`config.mk`:
```
export PLATFORM = sky130hd
export DESIGN_NAME = mig_port_arbiter_flat
export DESIGN_NICKNAME = d
export VERILOG_FILES = /design/src/rtl/mig_port_arbiter_pkg.sv /design/src/rtl/mig_port_arbiter_if.sv /design/src/rtl/mig_port_arbiter_rd_tag_fifo.sv /design/src/rtl/mig_port_arbiter.sv /design/src/flat_wrapper.sv
export SDC_FILE = /design/constraint.sdc
export NUM_CORES = 1
export LEC_CHECK = 0
export ABC_AREA = 1
export BUFFER_PORTS_ARGS = -buffer_cell sky130_fd_sc_hd__buf_2
export CAP_MARGIN = 20
export CELL_PAD_IN_SITES_DETAIL_PLACEMENT = 0
export CELL_PAD_IN_SITES_GLOBAL_PLACEMENT = 1
export CORE_AREA = 4 4 561 563
export DETAILED_ROUTE_END_ITERATION = 7
export DIE_AREA = 0 0 565 567
export PLACE_DENSITY_LB_ADDON = 0.1
export SYNTH_ARGS = -nofsm -noshare
export SYNTH_HDL_FRONTEND = slang
export SYNTH_SLANG_ARGS = --single-unit
```
`constraint.sdc`:
```
create_clock -name ui_clk_i -period 32.2 [get_ports ui_clk_i]
set_clock_uncertainty 0.05 [all_clocks]
set_input_delay 3.22 -clock ui_clk_i [delete_from_list [all_inputs] [get_ports ui_clk_i]]
set_output_delay 3.22 -clock ui_clk_i [all_outputs]
set_load 0.02 [all_outputs]
```
`src/rtl/mig_port_arbiter_pkg.sv`:
```
// mig_arb_pkg: shared MIG user-interface constants and the output slot type.
package mig_arb_pkg;

    localparam int APP_ADDR_W = 30;
    localparam int APP_DATA_W = 256;
    localparam int APP_MASK_W = 32;

    localparam logic [2:0] MIG_CMD_WRITE = 3'b000;
    localparam logic [2:0] MIG_CMD_READ  = 3'b001;

    typedef struct packed {
        logic [2:0]            cmd;
        logic [APP_ADDR_W-1:0] addr;
        logic [APP_DATA_W-1:0] wdata;
        logic                  valid;
    } slot_t;

endpackage

```
`src/rtl/mig_port_arbiter_if.sv`:
```
// mig_port_arbiter_if: client command/read-return ports plus the MIG app_* channels.
interface mig_port_arbiter_if #(parameter int NUM_PORTS = 2);
    import mig_arb_pkg::*;

    logic [NUM_PORTS-1:0]            c_req;
    logic [NUM_PORTS-1:0]            c_we;
    logic [NUM_PORTS*APP_ADDR_W-1:0] c_addr;
    logic [NUM_PORTS*APP_DATA_W-1:0] c_wdata;
    logic [NUM_PORTS-1:0]            c_gnt;
    logic [NUM_PORTS-1:0]            c_rd_valid;
    logic [APP_DATA_W-1:0]           c_rd_data;
    logic [APP_ADDR_W-1:0]           app_addr;
    logic [2:0]                      app_cmd;
    logic                            app_en;
    logic                            app_rdy;
    logic [APP_DATA_W-1:0]           app_wdf_data;
    logic [APP_MASK_W-1:0]           app_wdf_mask;
    logic                            app_wdf_wren;
    logic                            app_wdf_end;
    logic                            app_wdf_rdy;
    logic [APP_DATA_W-1:0]           app_rd_data;
    logic                            app_rd_data_valid;
    logic                            app_rd_data_end;

    modport master (
        input  c_req, c_we, c_addr, c_wdata, app_rdy, app_wdf_rdy,
               app_rd_data, app_rd_data_valid, app_rd_data_end,
        output c_gnt, c_rd_valid, c_rd_data, app_addr, app_cmd, app_en,
               app_wdf_data, app_wdf_mask, app_wdf_wren, app_wdf_end
    );

    modport slave (
        output c_req, c_we, c_addr, c_wdata, app_rdy, app_wdf_rdy,
               app_rd_data, app_rd_data_valid, app_rd_data_end,
        input  c_gnt, c_rd_valid, c_rd_data, app_addr, app_cmd, app_en,
               app_wdf_data, app_wdf_mask, app_wdf_wren, app_wdf_end
    );

endinterface

```
`src/rtl/mig_port_arbiter_rd_tag_fifo.sv`:
```
// mig_rd_tag_fifo: in-order FIFO of issuing port indices for outstanding reads.
module mig_rd_tag_fifo #(
    parameter int W     = 1,
    parameter int DEPTH = 16
) (
    input  logic                   clk_i,
    input  logic                   rst_i,
    input  logic                   push_i,
    input  logic [W-1:0]           data_i,
    input  logic                   pop_i,
    output logic [W-1:0]           data_o,
    output logic                   full_o,
    output logic                   empty_o,
    output logic [$clog2(DEPTH):0] count_o
);

    localparam int AW = $clog2(DEPTH);

    logic [W-1:0]  mem_q [DEPTH];
    logic [AW-1:0] wp_q, rp_q;
    logic [AW:0]   cnt_q, cnt_d;
    logic          do_push, do_pop;

    assign full_o  = cnt_q == (AW+1)'(DEPTH);
    assign empty_o = cnt_q == '0;
    assign do_push = push_i & ~full_o;
    assign do_pop  = pop_i & ~empty_o;
    assign cnt_d   = cnt_q + (AW+1)'(do_push) - (AW+1)'(do_pop);
    assign data_o  = mem_q[rp_q];
    assign count_o = cnt_q;

    always_ff @(posedge clk_i)
        if (do_push) mem_q[wp_q] <= data_i;

    always_ff @(posedge clk_i or posedge rst_i)
        if (rst_i) begin
            wp_q  <= '0;
            rp_q  <= '0;
            cnt_q <= '0;
        end else begin
            wp_q  <= wp_q + AW'(do_push);
            rp_q  <= rp_q + AW'(do_pop);
            cnt_q <= cnt_d;
        end

endmodule

```
`src/rtl/mig_port_arbiter.sv`:
```
// mig_port_arbiter: round-robin sharing of one MIG user interface among client
// ports, with in-order routing of read returns back to the issuing port.
module mig_port_arbiter
    import mig_arb_pkg::*;
#(
    parameter int NUM_PORTS       = 2,
    parameter int MAX_OUTSTANDING = 16
) (
    input  logic                               ui_clk_i,
    input  logic                               ui_clk_sync_rst_i,
    input  logic                               init_calib_complete_i,
    mig_port_arbiter_if.master                 bus,
    output logic [$clog2(MAX_OUTSTANDING):0]   rd_outstanding_o,
    output logic                               rd_orphan_err_o
);

    localparam int PW = $clog2(NUM_PORTS);

    slot_t                 slot_q, slot_d;
    logic [PW-1:0]         last_q, last_d, win, head;
    logic [PW:0]           idx;
    logic                  found, retire, free, full, empty, push, pop, orphan_q;
    logic [NUM_PORTS-1:0]  elig, gnt, rd_valid_q, rd_valid_d;
    logic [APP_DATA_W-1:0] rd_data_q;
    logic                  unused_rd_end;

    assign retire = slot_q.valid & bus.app_rdy & (slot_q.cmd != MIG_CMD_WRITE | bus.app_wdf_rdy);
    assign free   = ~slot_q.valid | retire;

    // Search starts one past the last winner and wraps, so every port gets a turn.
    always_comb begin
        elig  = '0;
        found = 1'b0;
        win   = last_q;
        idx   = '0;
        for (int p = 0; p < NUM_PORTS; p++)
            elig[p] = bus.c_req[p] & init_calib_complete_i & ~ui_clk_sync_rst_i & free
                      & (bus.c_we[p] | ~full);
        for (int i = 1; i <= NUM_PORTS; i++) begin
            idx = {1'b0, last_q} + (PW+1)'(i);
            idx = idx >= (PW+1)'(NUM_PORTS) ? idx - (PW+1)'(NUM_PORTS) : idx;
            if (!found && elig[idx[PW-1:0]]) begin
                found = 1'b1;
                win   = idx[PW-1:0];
            end
        end
    end

    assign gnt        = found ? NUM_PORTS'(1) << win : '0;
    assign push       = found & ~bus.c_we[win];
    assign pop        = bus.app_rd_data_valid & ~empty;
    assign last_d     = found ? win : last_q;
    assign rd_valid_d = pop ? NUM_PORTS'(1) << head : '0;
    assign slot_d     = found ? '{cmd:   bus.c_we[win] ? MIG_CMD_WRITE : MIG_CMD_READ,
                                  addr:  bus.c_addr[win*APP_ADDR_W +: APP_ADDR_W],
                                  wdata: bus.c_wdata[win*APP_DATA_W +: APP_DATA_W],
                                  valid: 1'b1}
                              : '{cmd: slot_q.cmd, addr: slot_q.addr, wdata: slot_q.wdata,
                                  valid: slot_q.valid & ~retire};

    always_ff @(posedge ui_clk_i or posedge ui_clk_sync_rst_i)
        if (ui_clk_sync_rst_i) begin
            slot_q     <= '0;
            last_q     <= PW'(NUM_PORTS-1);
            rd_valid_q <= '0;
            rd_data_q  <= '0;
            orphan_q   <= 1'b0;
        end else begin
            slot_q     <= slot_d;
            last_q     <= last_d;
            rd_valid_q <= rd_valid_d;
            rd_data_q  <= pop ? bus.app_rd_data : rd_data_q;
            orphan_q   <= orphan_q | (bus.app_rd_data_valid & empty);
        end

    mig_rd_tag_fifo #(.W(PW), .DEPTH(MAX_OUTSTANDING)) u_rd_tag_fifo (
        .clk_i   (ui_clk_i),
        .rst_i   (ui_clk_sync_rst_i),
        .push_i  (push),
        .data_i  (win),
        .pop_i   (pop),
        .data_o  (head),
        .full_o  (full),
        .empty_o (empty),
        .count_o (rd_outstanding_o)
    );

    assign bus.c_gnt        = gnt;
    assign bus.c_rd_valid   = rd_valid_q;
    assign bus.c_rd_data    = rd_data_q;
    assign bus.app_en       = slot_q.valid;
    assign bus.app_cmd      = slot_q.cmd;
    assign bus.app_addr     = slot_q.addr;
    assign bus.app_wdf_data = slot_q.wdata;
    assign bus.app_wdf_mask = '0;
    assign bus.app_wdf_wren = slot_q.valid & slot_q.cmd == MIG_CMD_WRITE;
    assign bus.app_wdf_end  = slot_q.valid & slot_q.cmd == MIG_CMD_WRITE;
    assign rd_orphan_err_o  = orphan_q;
    assign unused_rd_end    = bus.app_rd_data_end;

endmodule

```
`src/flat_wrapper.sv`:
```
// flat-port wrapper written by rule: the top's interface ports become plain ports
module mig_port_arbiter_flat import mig_arb_pkg::*;
#(
    parameter int NUM_PORTS       = 2,
    parameter int MAX_OUTSTANDING = 16
)
  (ui_clk_i, ui_clk_sync_rst_i, init_calib_complete_i, rd_outstanding_o, rd_orphan_err_o, bus_c_req, bus_c_we, bus_c_addr, bus_c_wdata, bus_app_rdy, bus_app_wdf_rdy, bus_app_rd_data, bus_app_rd_data_valid, bus_app_rd_data_end, bus_c_gnt, bus_c_rd_valid, bus_c_rd_data, bus_app_addr, bus_app_cmd, bus_app_en, bus_app_wdf_data, bus_app_wdf_mask, bus_app_wdf_wren, bus_app_wdf_end);
  mig_port_arbiter_if #(.NUM_PORTS(NUM_PORTS)) bus_i ();
  input  logic ui_clk_i;
  input  logic ui_clk_sync_rst_i;
  input  logic init_calib_complete_i;
  output logic [$clog2(MAX_OUTSTANDING):0] rd_outstanding_o;
  output logic rd_orphan_err_o;
  input wire logic [$bits(bus_i.c_req)-1:0] bus_c_req;
  input wire logic [$bits(bus_i.c_we)-1:0] bus_c_we;
  input wire logic [$bits(bus_i.c_addr)-1:0] bus_c_addr;
  input wire logic [$bits(bus_i.c_wdata)-1:0] bus_c_wdata;
  input wire logic [$bits(bus_i.app_rdy)-1:0] bus_app_rdy;
  input wire logic [$bits(bus_i.app_wdf_rdy)-1:0] bus_app_wdf_rdy;
  input wire logic [$bits(bus_i.app_rd_data)-1:0] bus_app_rd_data;
  input wire logic [$bits(bus_i.app_rd_data_valid)-1:0] bus_app_rd_data_valid;
  input wire logic [$bits(bus_i.app_rd_data_end)-1:0] bus_app_rd_data_end;
  output wire logic [$bits(bus_i.c_gnt)-1:0] bus_c_gnt;
  output wire logic [$bits(bus_i.c_rd_valid)-1:0] bus_c_rd_valid;
  output wire logic [$bits(bus_i.c_rd_data)-1:0] bus_c_rd_data;
  output wire logic [$bits(bus_i.app_addr)-1:0] bus_app_addr;
  output wire logic [$bits(bus_i.app_cmd)-1:0] bus_app_cmd;
  output wire logic [$bits(bus_i.app_en)-1:0] bus_app_en;
  output wire logic [$bits(bus_i.app_wdf_data)-1:0] bus_app_wdf_data;
  output wire logic [$bits(bus_i.app_wdf_mask)-1:0] bus_app_wdf_mask;
  output wire logic [$bits(bus_i.app_wdf_wren)-1:0] bus_app_wdf_wren;
  output wire logic [$bits(bus_i.app_wdf_end)-1:0] bus_app_wdf_end;
  assign bus_i.c_req = bus_c_req;
  assign bus_i.c_we = bus_c_we;
  assign bus_i.c_addr = bus_c_addr;
  assign bus_i.c_wdata = bus_c_wdata;
  assign bus_i.app_rdy = bus_app_rdy;
  assign bus_i.app_wdf_rdy = bus_app_wdf_rdy;
  assign bus_i.app_rd_data = bus_app_rd_data;
  assign bus_i.app_rd_data_valid = bus_app_rd_data_valid;
  assign bus_i.app_rd_data_end = bus_app_rd_data_end;
  assign bus_c_gnt = bus_i.c_gnt;
  assign bus_c_rd_valid = bus_i.c_rd_valid;
  assign bus_c_rd_data = bus_i.c_rd_data;
  assign bus_app_addr = bus_i.app_addr;
  assign bus_app_cmd = bus_i.app_cmd;
  assign bus_app_en = bus_i.app_en;
  assign bus_app_wdf_data = bus_i.app_wdf_data;
  assign bus_app_wdf_mask = bus_i.app_wdf_mask;
  assign bus_app_wdf_wren = bus_i.app_wdf_wren;
  assign bus_app_wdf_end = bus_i.app_wdf_end;
  mig_port_arbiter #(.NUM_PORTS(NUM_PORTS), .MAX_OUTSTANDING(MAX_OUTSTANDING)) u_core (.ui_clk_i(ui_clk_i), .ui_clk_sync_rst_i(ui_clk_sync_rst_i), .init_calib_complete_i(init_calib_complete_i), .bus(bus_i), .rd_outstanding_o(rd_outstanding_o), .rd_orphan_err_o(rd_orphan_err_o));
endmodule
```
==> impl_metrics.tcl <==
set metrics [dict create \
    status "complete, no violations" \
    firstDrtPassIters 7 \
    grt_pass1_vias 26300 \
    post-place-ws_ns 23.06 \
    yosysTopAreaCell "dfrtp_1" \
    synth_area_leaders "dfrtp_1 (59%), nand2_1 (26%), nand3_1 (6.2%), edfxtp_1 (2.0%), buf_2 (2.0%)" \
    die_h_um 567 \
    slew_headroom 0.290 \
    die_w_um 565 \
    grtUsageMet2 0.196 \
    path_class "primary input to output port" \
    start_util 0.0774 \
    switchingPower_mw 1.49 \
    rsz0062_at_grt "no" \
    synth_ff_type "dfrtp_1" \
    avgSynthCellArea_um2 8.40 \
    synth_top_area_share 0.586 \
    cp-end-kind "output port" \
    grt_use_met3 0.0576 \
    wl_per_cell_um 23.3 \
    cts-resized-gates 0 \
    synthTopCellsByCount "nand2_1 (1,676), dfrtp_1 (560), nand3_1 (295)" \
    pwr_density_cell_nw_per_um2 89.7 \
    drive_above_1_share 0.366 \
    crit_chain "buf_2, inv_8, nand3_1, nor2_1, nand3_1, nand2_1, clkinv_8, buf_2" \
    cts_buffers 99 \
    first_iter_violations 1246 \
    report.final.hold_viol_count 0 \
    ys_ff_latch 577 \
    crit_fanout 108 \
    crit_slowest_cell "inv_8" \
    period_needed_ns 8.85 \
    maxCapViolCount 0 \
    hold_path.class "register to register" \
    ys_types 28 \
    nets 5063 \
    critPathBufInv 4 \
    fill_cells 36000 \
    num_rows 204 \
    startpoint_type "primary input" \
    gp_congestion 0.755 \
    clock_power_share 0.315 \
    cts_hold_buffers 0 \
    hpwl_um 155000 \
    die-area_um2 320000 \
    worst_pin_slew_ns 1.06 \
    peakVddDrop_mv 0.0387 \
    async_flop_share 0.972 \
    vias_per_cell 2.95 \
    cts.path.max_buffers 4 \
    cts_tree "built" \
    p_seq_frac 0.330 \
    htreeDepth 3 \
    p_leak_nw 19.6 \
    via_count 25000 \
    grt_max_degree 109 \
    power_frac_comb 0.355 \
    swShare 0.429 \
    grt.busiest_layer "met2" \
    core_area_um2 309000 \
    tns_ns 0 \
    ioPinCount 1429 \
    p_int_mw 1.99 \
    routed_wl_um 197000 \
    numPortBuffers 1393 \
    postCtsSetupRepairBufs 0 \
    crit_required_ns 28.93 \
    clk_latency_ns 0.82 \
    drv_slew 0 \
    cts.sinks 577 \
    finalWorstSetupSlack_ns 23.35 \
    drc_errors 0 \
    met1_usage 0.130 \
    fmax_ghz 0.113 \
    min_path_cells 2 \
    antenna_found_initial 216 \
    final_antenna_net_count 0 \
    ff2ff_setup_slack_ns 27.59 \
    period_share 0.275 \
    crit_cells 8 \
    grt_use_total 0.118 \
    critPathTopFamily "buffers and inverters" \
    synth_edf_count 16 \
    finalSetupViolCount 0 \
    cp_slowest_stage_delay_ns 0.41 \
    crit_arrival_ns 5.58 \
    path_clk_slew_ns 0.05 \
    syn_area_um2 23900 \
    post-synth-top-count-cell "nand2_1" \
    syn_inst 2845 \
    ys_seq_area_frac 0.608 \
    overflow 0 \
    root_buffer "clkbuf_16" \
    syn2layout_area_growth_pct 62.2 \
    yosysWarnings 0 \
    grt_pass1_wl_um 256000 \
    rr_worst_depth 11 \
]
## placed cells by master, fill, tap and decap left out, types with 29 or more instances in the layout
cell | Yosys | final
nand2_1 | 1676 | 1675
inv_1 | 31 | 30
conb_1 | 1 | 34
dfrtp_1 | 560 | 560
nor2_1 | 34 | 34
clkbuf_16 | 0 | 99
clkbuf_1 | 41 | 29
diode_2 | 0 | 56
nand3_1 | 295 | 295
buf_2 | 94 | 1393
## path summary, 6_finish.rpt
path	start	end
hold reg to reg	u_core.bus.c_rd_data[157]$_DFFE_PP0P_	u_core.bus.c_rd_data[157]$_DFFE_PP0P_
hold / removal	u_core.bus.c_rd_data[157]$_DFFE_PP0P_	u_core.bus.c_rd_data[157]$_DFFE_PP0P_
setup / recovery	ui_clk_sync_rst_i	bus_c_gnt[0]
setup reg to reg	u_core.u_rd_tag_fifo.count_o[2]$_DFF_PP0_	u_core.bus.app_wdf_data[225]$_DFFE_PP0N_
min in group asynchronous	ui_clk_sync_rst_i	u_core.bus.app_wdf_data[89]$_DFFE_PP0N_
max in group asynchronous	ui_clk_sync_rst_i	u_core.bus.c_rd_data[199]$_DFFE_PP0P_
## power by group through the flow
stage	combinational (mW)	sequential [mW]	clock, mW
global placement	1.30	1.17	0
detailed placement	1.29	1.16	0
finish	1.23	1.15	1.10
floorplan	0.345	1.42	0
CTS	1.29	1.16	1.17
global route	1.36	1.18	1.19
## per-stage QoR
step,instances,hold WS (ns),utilization,power (mW),cell area [um^2]
3_3_place_gp,8232,0.410,0.115,2.47,35500
3_5_place_dp,8232,0.409,0.115,2.46,35500
6_report,8455,0.419,0.126,3.48,38800
5_1_grt,8419,0.435,0.125,3.73,38700
2_1_floorplan,2878,0.423,-,1.77,24000
4_1_cts,8399,0.424,0.125,3.62,38600
## worst min-delay path, delay by kind of cell, from the launching register on
kind             cells  cell delay, ns
DFF                  1            0.33
and+or+nand+nor      2            0.11
## state kept, by name, summed over array words and instances (netlist names), 2 cells and up
register and flops:
u_core.bus.app_wdf_data 256, u_core.bus.c_rd_data 256, u_core.bus.app_addr 30, u_core.u_rd_tag_fifo.mem_q 16, u_core.u_rd_tag_fifo.count_o 5, u_core.u_rd_tag_fifo.rp_q 4, u_core.u_rd_tag_fifo.wp_q 4, u_core.bus.c_rd_valid 2
## area by class of cell
type | instances | area [um^2] | area share
inverter | 35 | 166 | 0.00429
timing repair buffer | 1420 | 7220 | 0.186
multi-input combinational | 2080 | 8390 | 0.216
clock buffer | 147 | 2850 | 0.0735
clock inverter | 20 | 319 | 0.00823
tap | 4120 | 5150 | 0.133
sequential | 577 | 14500 | 0.375
antenna | 56 | 140 | 0.00362
## routing by layer
metal  routed length, um  part of all wire  up-vias
met4                7550             0.038      124
met5                 789            0.0040        -
met1               74700              0.38    11600
li1                    -                 -    11600
met2               91500              0.47     1207
met3               22200              0.11      455
## cells by family (layout without fill, tap and decap cells)
kind of cell               after synthesis  after routing  synth area share
DFF                                    577            577             0.608
other                                    1             90          0.000157
buffers and inverters                  221           1622            0.0469
adders and majority gates               11             11           0.00607
and+or+nand+nor                       2011           2011             0.332
xor gates and xnor gates                 8              8           0.00293
AOI/OAI and AO/OA                       16             16           0.00408
(Power assumes the default switching activity.)
